$ cat src/rtl/fetch_ctrl_pkg.sv
// Shared types for the fetch-stage sequencer: FSM states, redirect priority codes
// and default vectors.
package fetch_ctrl_pkg;

  typedef enum logic [1:0] {
    ST_IDLE  = 2'd0,
    ST_FETCH = 2'd1,
    ST_WAIT  = 2'd2,
    ST_HALT  = 2'd3
  } state_t;

  // Numeric order is the arbitration order, so prio codes compare directly.
  typedef enum logic [1:0] {
    PRIO_NONE = 2'd0,
    PRIO_JMP  = 2'd1,
    PRIO_BR   = 2'd2,
    PRIO_TRAP = 2'd3
  } prio_t;

  localparam logic [31:0] DEF_RESET_VEC = 32'h0000_0000;
  localparam logic [31:0] DEF_TRAP_VEC  = 32'h0000_0080;
  localparam int          DEF_WDOG_W    = 8;

  function automatic logic [31:0] align4(input logic [31:0] addr);
    return {addr[31:2], 2'b00};
  endfunction

endpackage

$ cat src/rtl/fetch_redirect_arb.sv
// Next-PC source arbitration plus the pending-redirect register that holds a
// redirect across PC stalls. FETCH_CTRL_PERF_EN adds the 'applied' strobe.
module fetch_redirect_arb
  import fetch_ctrl_pkg::*;
#(
  parameter logic [31:0] TRAP_VEC = DEF_TRAP_VEC
) (
  input  logic        clk,
  input  logic        rst,
  input  logic        en,
  input  logic        stall,
  input  logic [31:0] pc,
  input  logic        trap,
  input  logic        br_taken,
  input  logic [31:0] br_target,
  input  logic        jmp,
  input  logic [31:0] jmp_target,
  output prio_t       in_prio,
  output logic [31:0] newpc
`ifdef FETCH_CTRL_PERF_EN
  ,
  output logic        applied
`endif
);

  logic [31:0] in_target;
  logic        pend_valid_reg;
  prio_t       pend_prio_reg;
  logic [31:0] pend_target_reg;

  always_comb begin
    in_prio   = PRIO_NONE;
    in_target = '0;
    if (en) begin
      if (trap) begin
        in_prio   = PRIO_TRAP;
        in_target = align4(TRAP_VEC);
      end else if (br_taken) begin
        in_prio   = PRIO_BR;
        in_target = align4(br_target);
      end else if (jmp) begin
        in_prio   = PRIO_JMP;
        in_target = align4(jmp_target);
      end
    end
  end

  // A live source always beats the held one once the PC is free to move.
  always_comb begin
    if (in_prio != PRIO_NONE)
      newpc = in_target;
    else if (pend_valid_reg)
      newpc = pend_target_reg;
    else
      newpc = pc + 32'd4;
  end

  always_ff @(posedge clk) begin
    if (rst) begin
      pend_valid_reg  <= 1'b0;
      pend_prio_reg   <= PRIO_NONE;
      pend_target_reg <= '0;
    end else if (en && !stall) begin
      pend_valid_reg  <= 1'b0;
      pend_prio_reg   <= PRIO_NONE;
    end else if (en && stall && in_prio != PRIO_NONE && in_prio >= pend_prio_reg) begin
      pend_valid_reg  <= 1'b1;
      pend_prio_reg   <= in_prio;
      pend_target_reg <= in_target;
    end
  end

`ifdef FETCH_CTRL_PERF_EN
  assign applied = en && !stall && ((in_prio != PRIO_NONE) || pend_valid_reg);
`endif

endmodule

$ cat src/rtl/fetch_ctrl.sv
// Fetch-stage PC sequencer: IDLE/FETCH/WAIT/HALT FSM, imem watchdog and redirect
// arbitration. Define FETCH_CTRL_PERF_EN for stall/redirect performance counters.
module fetch_ctrl
  import fetch_ctrl_pkg::*;
#(
  parameter logic [31:0] RESET_VEC = DEF_RESET_VEC,
  parameter logic [31:0] TRAP_VEC  = DEF_TRAP_VEC,
  parameter int          WDOG_W    = DEF_WDOG_W
) (
  input  logic        clk,
  input  logic        rst,
  input  logic        start,
  input  logic [31:0] pc,
  output logic        imem_req,
  input  logic        imem_ready,
  input  logic        hazard_stall,
  input  logic        br_taken,
  input  logic [31:0] br_target,
  input  logic        jmp,
  input  logic [31:0] jmp_target,
  input  logic        trap,
  input  logic        halt,
  output logic        pc_run,
  output logic        pc_stall,
  output logic [31:0] newpc,
  output logic        flush_if,
  output logic        flush_id,
  output logic        halted,
  output logic        imem_timeout
`ifdef FETCH_CTRL_PERF_EN
  ,
  output logic [31:0] stall_cycles,
  output logic [31:0] redirect_cnt
`endif
);

  localparam logic [WDOG_W-1:0] WDOG_MAX  = '1;
  localparam logic [WDOG_W-1:0] WDOG_LAST = WDOG_MAX - 1'b1;

  state_t            state_reg, state_next;
  logic [WDOG_W-1:0] wdog_reg, wdog_next;
  logic              timeout_reg, timeout_next;
  logic              pc_run_reg;
  logic              redir_en;
  prio_t             in_prio;
  logic [31:0]       arb_newpc;
`ifdef FETCH_CTRL_PERF_EN
  logic              redirect_applied;
`endif

  always_ff @(posedge clk) begin
    if (rst) begin
      state_reg   <= ST_IDLE;
      wdog_reg    <= '0;
      timeout_reg <= 1'b0;
      pc_run_reg  <= 1'b0;
    end else begin
      state_reg   <= state_next;
      wdog_reg    <= wdog_next;
      timeout_reg <= timeout_next;
      pc_run_reg  <= (state_next != ST_IDLE);
    end
  end

  always_comb begin
    state_next   = state_reg;
    wdog_next    = wdog_reg;
    timeout_next = timeout_reg;
    case (state_reg)
      ST_IDLE: if (start) state_next = ST_FETCH;
      ST_FETCH: begin
        wdog_next = '0;
        if (!imem_ready)
          state_next = ST_WAIT;
        else if (halt && !pc_stall)
          state_next = ST_HALT;
      end
      ST_WAIT: begin
        if (imem_ready) begin
          state_next = ST_FETCH;
          wdog_next  = '0;
        end else if (wdog_reg == WDOG_LAST) begin
          // The watchdog reaches all-ones on the edge that gives up on imem.
          state_next   = ST_HALT;
          wdog_next    = WDOG_MAX;
          timeout_next = 1'b1;
        end else begin
          wdog_next = wdog_reg + 1'b1;
        end
      end
      default: state_next = ST_HALT;
    endcase
  end

  assign redir_en     = (state_reg == ST_FETCH) || (state_reg == ST_WAIT);
  assign imem_req     = redir_en;
  assign pc_stall     = hazard_stall || (state_reg != ST_FETCH) || !imem_ready;
  assign pc_run       = pc_run_reg;
  assign halted       = (state_reg == ST_HALT);
  assign imem_timeout = timeout_reg;
  assign flush_if     = (in_prio != PRIO_NONE);
  assign flush_id     = (in_prio >= PRIO_BR);

  always_comb begin
    case (state_reg)
      ST_IDLE: newpc = RESET_VEC;
      ST_HALT: newpc = pc;
      default: newpc = arb_newpc;
    endcase
  end

  fetch_redirect_arb #(
    .TRAP_VEC(TRAP_VEC)
  ) u_arb (
    .clk       (clk),
    .rst       (rst),
    .en        (redir_en),
    .stall     (pc_stall),
    .pc        (pc),
    .trap      (trap),
    .br_taken  (br_taken),
    .br_target (br_target),
    .jmp       (jmp),
    .jmp_target(jmp_target),
    .in_prio   (in_prio),
    .newpc     (arb_newpc)
`ifdef FETCH_CTRL_PERF_EN
    ,
    .applied   (redirect_applied)
`endif
  );

`ifdef FETCH_CTRL_PERF_EN
  logic [31:0] stall_cycles_reg;
  logic [31:0] redirect_cnt_reg;

  always_ff @(posedge clk) begin
    if (rst) begin
      stall_cycles_reg <= '0;
      redirect_cnt_reg <= '0;
    end else begin
      if (pc_run_reg && pc_stall && stall_cycles_reg != '1)
        stall_cycles_reg <= stall_cycles_reg + 32'd1;
      if (redirect_applied && redirect_cnt_reg != '1)
        redirect_cnt_reg <= redirect_cnt_reg + 32'd1;
    end
  end

  assign stall_cycles = stall_cycles_reg;
  assign redirect_cnt = redirect_cnt_reg;
`endif

endmodule

$ cat config.mk
export PLATFORM = sky130hd
export DESIGN_NAME = fetch_ctrl
export DESIGN_NICKNAME = d
export VERILOG_FILES = /design/src/rtl/fetch_ctrl_pkg.sv /design/src/rtl/fetch_redirect_arb.sv /design/src/rtl/fetch_ctrl.sv
export SDC_FILE = /design/constraint.sdc
export NUM_CORES = 1
export LEC_CHECK = 0
export ABC_CLOCK_PERIOD_IN_PS = 8080
export CAP_MARGIN = 10
export CORE_UTILIZATION = 70
export DETAILED_ROUTE_END_ITERATION = 7
export DONT_BUFFER_PORTS = 1
export PLACE_DENSITY_LB_ADDON = 0.1
export SLEW_MARGIN = 30
export SYNTH_ARGS = -nofsm -noshare
export SYNTH_HDL_FRONTEND = slang
export SYNTH_SLANG_ARGS = --single-unit
$ cat constraint.sdc
create_clock -name clk -period 8.08 [get_ports clk]
set_clock_uncertainty 0.05 [all_clocks]
set_input_delay 1.616 -clock clk [delete_from_list [all_inputs] [get_ports clk]]
set_output_delay 1.616 -clock clk [all_outputs]
set_load 0.03 [all_outputs]
# Word-level counts from Yosys, hierarchy flattened
# Cells that the tools add are included.
dict set report totals {
  ff_bits 47
  elab_cells 55
}
dict set report classes {
  n_mux 20
  reduce_logical 17
  order_cmp 2
  n_eq_ne 5
  n_bitwise 2
  n_addsub 2
}
# operator n
set op_table {}
lappend op_table {{32-bit 2-to-1 mux} 6}
lappend op_table {{32-bit case mux with 2 select lines} 1}
lappend op_table {{32-bit by 3-bit adder with 32-bit output, second input constant} 1}
lappend op_table {{2-bit 2-to-1 mux} 8}
lappend op_table {{8-bit 2-to-1 mux} 2}
lappend op_table {{8-bit case mux with 2 select lines} 1}
lappend op_table {{8-bit by 1-bit adder with 8-bit output, second input constant} 1}
lappend op_table {{8-bit == test, second input constant} 1}
lappend op_table {{2-bit case mux with 3 select lines} 1}
lappend op_table {{2-bit nonzero test} 3}
lappend op_table {{1-bit logical AND} 5}
lappend op_table {{2-bit == test, second input constant} 2}
lappend op_table {{1-bit logical OR} 3}
lappend op_table {{3-bit AND reduction} 1}
lappend op_table {{2-bit by 1-bit == test with 1-bit output, second input constant} 1}
lappend op_table {{2-bit >= comparator} 1}
lappend op_table {{2-bit >= comparator, second input constant} 1}
lappend op_table {{1-bit zero test} 2}
lappend op_table {{2-bit zero test} 1}
lappend op_table {{2-bit by 1-bit inequality test with 1-bit output, second input constant} 1}
lappend op_table {{1-bit inverter} 2}
lappend op_table {{2-bit AND reduction} 1}
lappend op_table {{2-bit OR reduction} 1}
lappend op_table {{1-bit 2-to-1 mux} 1}

# Depth between registers and ports, before layout
dict set report logic_depth {
  word_depth 9
  ltp_mapped 13
  ltp_nobuf 9
}

# Cells and area by module
# From an unflattened synthesis, not the netlist that was laid out.
dict set report unflattened {
  cells_unflattened 485
  area_unflattened_um2 3747.3
}
# module instances seq_area_each_um2 cells_per_inst area_per_inst_um2
set by_module_without_submodules {}
lappend by_module_without_submodules {fetch_redirect_arb 1 660.6 364 2723.9}
lappend by_module_without_submodules {fetch_ctrl 1 240.2 121 1023.5}

# Worst setup path after synthesis
# No wires, ideal clock.
dict set report synth_timing {
  kind {input-to-output}
  start {input port trap}
  end {output port newpc[1]}
  t_arrival_ns 3.346
  slack_ns 3.068
  n_path_buf 2
  stages 6
  cell_sequence {buf_2 -> nand2b_1 -> nor3_2 -> nand2_1 -> clkbuf_1 -> a21boi_0}
}
dict set report synth_between {
  elab_chain_cells 5
  word_cells_on_any_way 7
  cone_classes {mux: 6; reduce/logical: 1}
}
# element line
set synth_rtl {}
lappend synth_rtl {{start: declaration} fetch_ctrl.sv:21} ;# input logic trap,
lappend synth_rtl {{2-bit 2-to-1 mux} fetch_redirect_arb.sv:35} ;# if (trap) begin
lappend synth_rtl {{2-bit 2-to-1 mux} fetch_redirect_arb.sv:34} ;# if (en) begin
lappend synth_rtl {{2-bit nonzero test} fetch_redirect_arb.sv:50} ;# if (in_prio != PRIO_NONE)
lappend synth_rtl {{32-bit 2-to-1 mux *} fetch_redirect_arb.sv:50}
lappend synth_rtl {{32-bit case mux with 2 select lines *} fetch_ctrl.sv:105} ;# case (state_reg)
lappend synth_rtl {{end: declaration} fetch_ctrl.sv:25} ;# output logic [31:0] newpc,
# Every way passes the cells marked *; elsewhere a longest branch is shown, timed or not.

# Worst setup path after layout
dict set report layout_timing {
  start {register state_reg[1]}
  end {output port newpc[28]}
}
dict set report layout_between {
  elab_chain_cells 6
  word_cells_on_any_way 10
  cone_classes {eq/ne: 3; mux: 4; reduce/logical: 3}
}
# element line
set layout_rtl {}
lappend layout_rtl {{start: declaration} fetch_ctrl.sv:40} ;# state_t state_reg, state_next;
lappend layout_rtl {{start signal: assignment} fetch_ctrl.sv:58} ;# state_reg <= state_next;
lappend layout_rtl {{2-bit by 1-bit == test with 1-bit output / 2-bit == test (equally long branches)} fetch_ctrl.sv:95} ;# assign redir_en = (state_reg == ST_FETCH) || (state_reg == ST_WAIT);
lappend layout_rtl {{1-bit logical OR *} fetch_ctrl.sv:95}
lappend layout_rtl {{via imem_req} fetch_ctrl.sv:14} ;# output logic imem_req,
lappend layout_rtl {{2-bit 2-to-1 mux} fetch_redirect_arb.sv:34}
lappend layout_rtl {{2-bit nonzero test} fetch_redirect_arb.sv:50}
lappend layout_rtl {{32-bit 2-to-1 mux *} fetch_redirect_arb.sv:50}
lappend layout_rtl {{32-bit case mux with 2 select lines *} fetch_ctrl.sv:105}
# The timed path passes the listed nets; every way through them passes the cells marked *.

==> metrics.csv <==
metric,value,unit
ys_types,55,
placementRows,26,
chipWidth,74.8,um
seq_area_frac_synth,24.3,%
fin_crit_sh,65.6,%
cellLeakagePower,1.30,nW
ys_ff_latch,45,
nets,629,
synth.area.top_cells,"dfxtp_1, nand2_1, a21oi_1",
slew_violations,0,
status,completed,
largest_reg_flops,30,
cp-end-kind,output pin,
clockRootBuffer,clkbuf_8,
synth.avg_cell_area,6.89,um2
cp.arrival,3.64,ns
relSlewSlack,35.1,%
drc,0,
max-vdd-ir-drop,0.178,mV
path_cells,inv_1 -> ha_1 -> nand2b_1 -> nor3_2 -> nand2_1 -> o21ai_0,
io_buffers,0,
grt_max_degree,48,
synth_top_cell_area_share,24.3,%
clockBufferDepth,2,
cts_sinks,45,
first_pass_iters,5,
async_reset_ff_share,0,%
io_pins,144,
rsz0062_at_grt,no,
n_fill_cell,444,
cp_max_fo,15,
antenna_cells,0,
num_vias,4091,
fin_total_pwr,0.710,mW
wire_per_inst,18.1,um
powerDensity,187,nW/um2
ant_nets,0,
synth_area,3710,um2
crit_type,reg2out,
finalSetupTns,0,ns
synth_edf_count,0,
post_cts_resized,0,
htree_levels,2,
clk_latency,0.30,ns
grt_use_total,36.7,%
clkTransAtPathRegs,0.09,ns
antenna_found_initial,0,
timing.hold.ws,0.403,ns
syn-num-nets,653,
cts_tree,yes,
crit_path_start_kind,flop,
hpwl,7.42,mm
viasPerCell,6.98,
yosys.area.top_type,dfxtp_1,
worstPathRequired,6.41,ns
place_congestion,0.855,
fmax,0.189,GHz
start_util,72.7,%
netlist_instances,539,
cts_buffers,5,
layout-drive-gt1-share,5.81,%
finalSetupViolCount,0,
dieArea,5600,um2
hold_viol,0,
grt_pass1_wl,15.9,mm
synth_flop_cell,dfxtp_1,
ys.warnings.count,0,
wl,10.6,mm
cpPeakStageDelay,0.88,ns
cpMaxStageDelayCell,o21ai_0,
area_growth_syn_to_layout,2.02,%
grt_pass1_vias,3505,
tightest_slew,0.964,ns
hold_buffers,0,
min-delay-path-class,reg2reg,
core_area,5110,um2
fp.dieH,74.8,um
cap_violations,0,
grt-ovfl-total,0,
drtIter0Drc,282,
layout_min_cycle_time,5.30,ns
cts_setup_buffers,0,
-- metrics by stage --
step                utilization (%)  area [um2]  worst slack (ns)  cells
global placement               72.3        3690              2.79    578
detailed placement             72.5        3700              2.80    578
finish                         74.2        3790              2.78    586
floorplan                         -        3710              3.07    539
global route                   74.2        3790              2.57    586
CTS                            74.2        3790              2.79    586
-- kinds of logic after synthesis --
logic type | count (synthesis) | synth area share, %
AO/OA/AOI/OAI | 184 | 32.6
flip-flops | 45 | 24.3
AND/OR/NAND/NOR | 221 | 29.1
multiplexers | 4 | 1.21
buffers and inverters | 62 | 6.54
adder cells (fa/ha/maj) | 9 | 3.03
XOR/XNOR | 14 | 3.30
-- critical path, delay by kind of cell (launching register included) --
| family | cells | cell delay [ns] |
|---|---|---|
| flip-flops | 1 | 0.41 |
| AO/OA/AOI/OAI | 1 | 0.88 |
| AND/OR/NAND/NOR | 3 | 1.16 |
| buffers and inverters | 1 | 0.09 |
| adder cells (fa/ha/maj) | 1 | 0.79 |
-- cell usage after synthesis, types with 7 or more instances --
master    instances
a21oi_1          54
nand4_1          14
ha_1              9
clkbuf_1         22
and3_1            8
dfxtp_1          45
or3_1            12
a221oi_1         12
buf_2             8
a22oi_1          32
nor2_1           52
xor2_1           11
nand2_1          79
nor3_1            7
nor2b_1           7
inv_1            27
o21ai_0          32
nand3_1          22
-- cell type report --
| type | instances | area, um2 | area share (%) |
|---|---|---|---|
| Tap cell | 70 | 87.6 | 2.31 |
| Clock buffer | 6 | 72.6 | 1.92 |
| Timing Repair Buffer | 3 | 22.5 | 0.595 |
| Multi-Input combinational cell | 432 | 2590 | 68.4 |
| Inverter | 28 | 105 | 2.78 |
| Sequential cell | 45 | 901 | 23.8 |
| Clock inverter | 2 | 10.0 | 0.264 |
-- per-layer routing --
layer / up-vias / global-route usage (%) / part of all wire, %
li1: 1919 / - / -
met1: 1882 / 44.2 / 40
met2: 256 / 60.8 / 46
met3: 34 / 9.91 / 11
met4: 0 / 17.2 / 2.9
met5: - / 0 / 0
-- power breakdown --
part	switching (mW)	internal (mW)	leakage, nW
sequential	0.0144	0.235	0.364
clock	0.0789	0.0601	0.0450
combinational	0.231	0.0907	0.890
-- cell usage in the layout, fill, tap and decap left out, types with 5 or more instances in the layout --
cell / netlist / layout
nor2b_1: 7 / 5
a21oi_1: 54 / 54
a22oi_1: 32 / 32
nand3_1: 22 / 22
o21ai_1: 3 / 5
nand4_1: 14 / 14
a221oi_1: 12 / 12
or3_1: 12 / 12
xor2_1: 11 / 11
nand2b_1: 5 / 5
dfxtp_1: 45 / 45
o2bb2ai_1: 5 / 5
o22ai_1: 5 / 5
and3_1: 8 / 8
inv_1: 27 / 27
nand2_1: 79 / 79
nor3_1: 7 / 6
o221ai_1: 6 / 6
nor2_1: 52 / 52
o21ai_0: 32 / 30
clkbuf_8: 0 / 5
ha_1: 9 / 9
-- worst paths after layout --
path                                                       startpoint                                     end  slack, ns  cells past startpoint
worst min register to register  u_arb.pend_target_reg[9]$_SDFFE_PP0P_   u_arb.pend_target_reg[9]$_SDFFE_PP0P_       0.40                      2
worst max register to register                state_reg[1]$_SDFF_PP0_  u_arb.pend_target_reg[18]$_SDFFE_PP0P_       4.78                      9
worst min-delay path            u_arb.pend_target_reg[9]$_SDFFE_PP0P_   u_arb.pend_target_reg[9]$_SDFFE_PP0P_       0.40                      2
worst max-delay path                          state_reg[1]$_SDFF_PP0_                               newpc[28]       2.78                      6
(Power assumes the default switching activity.)
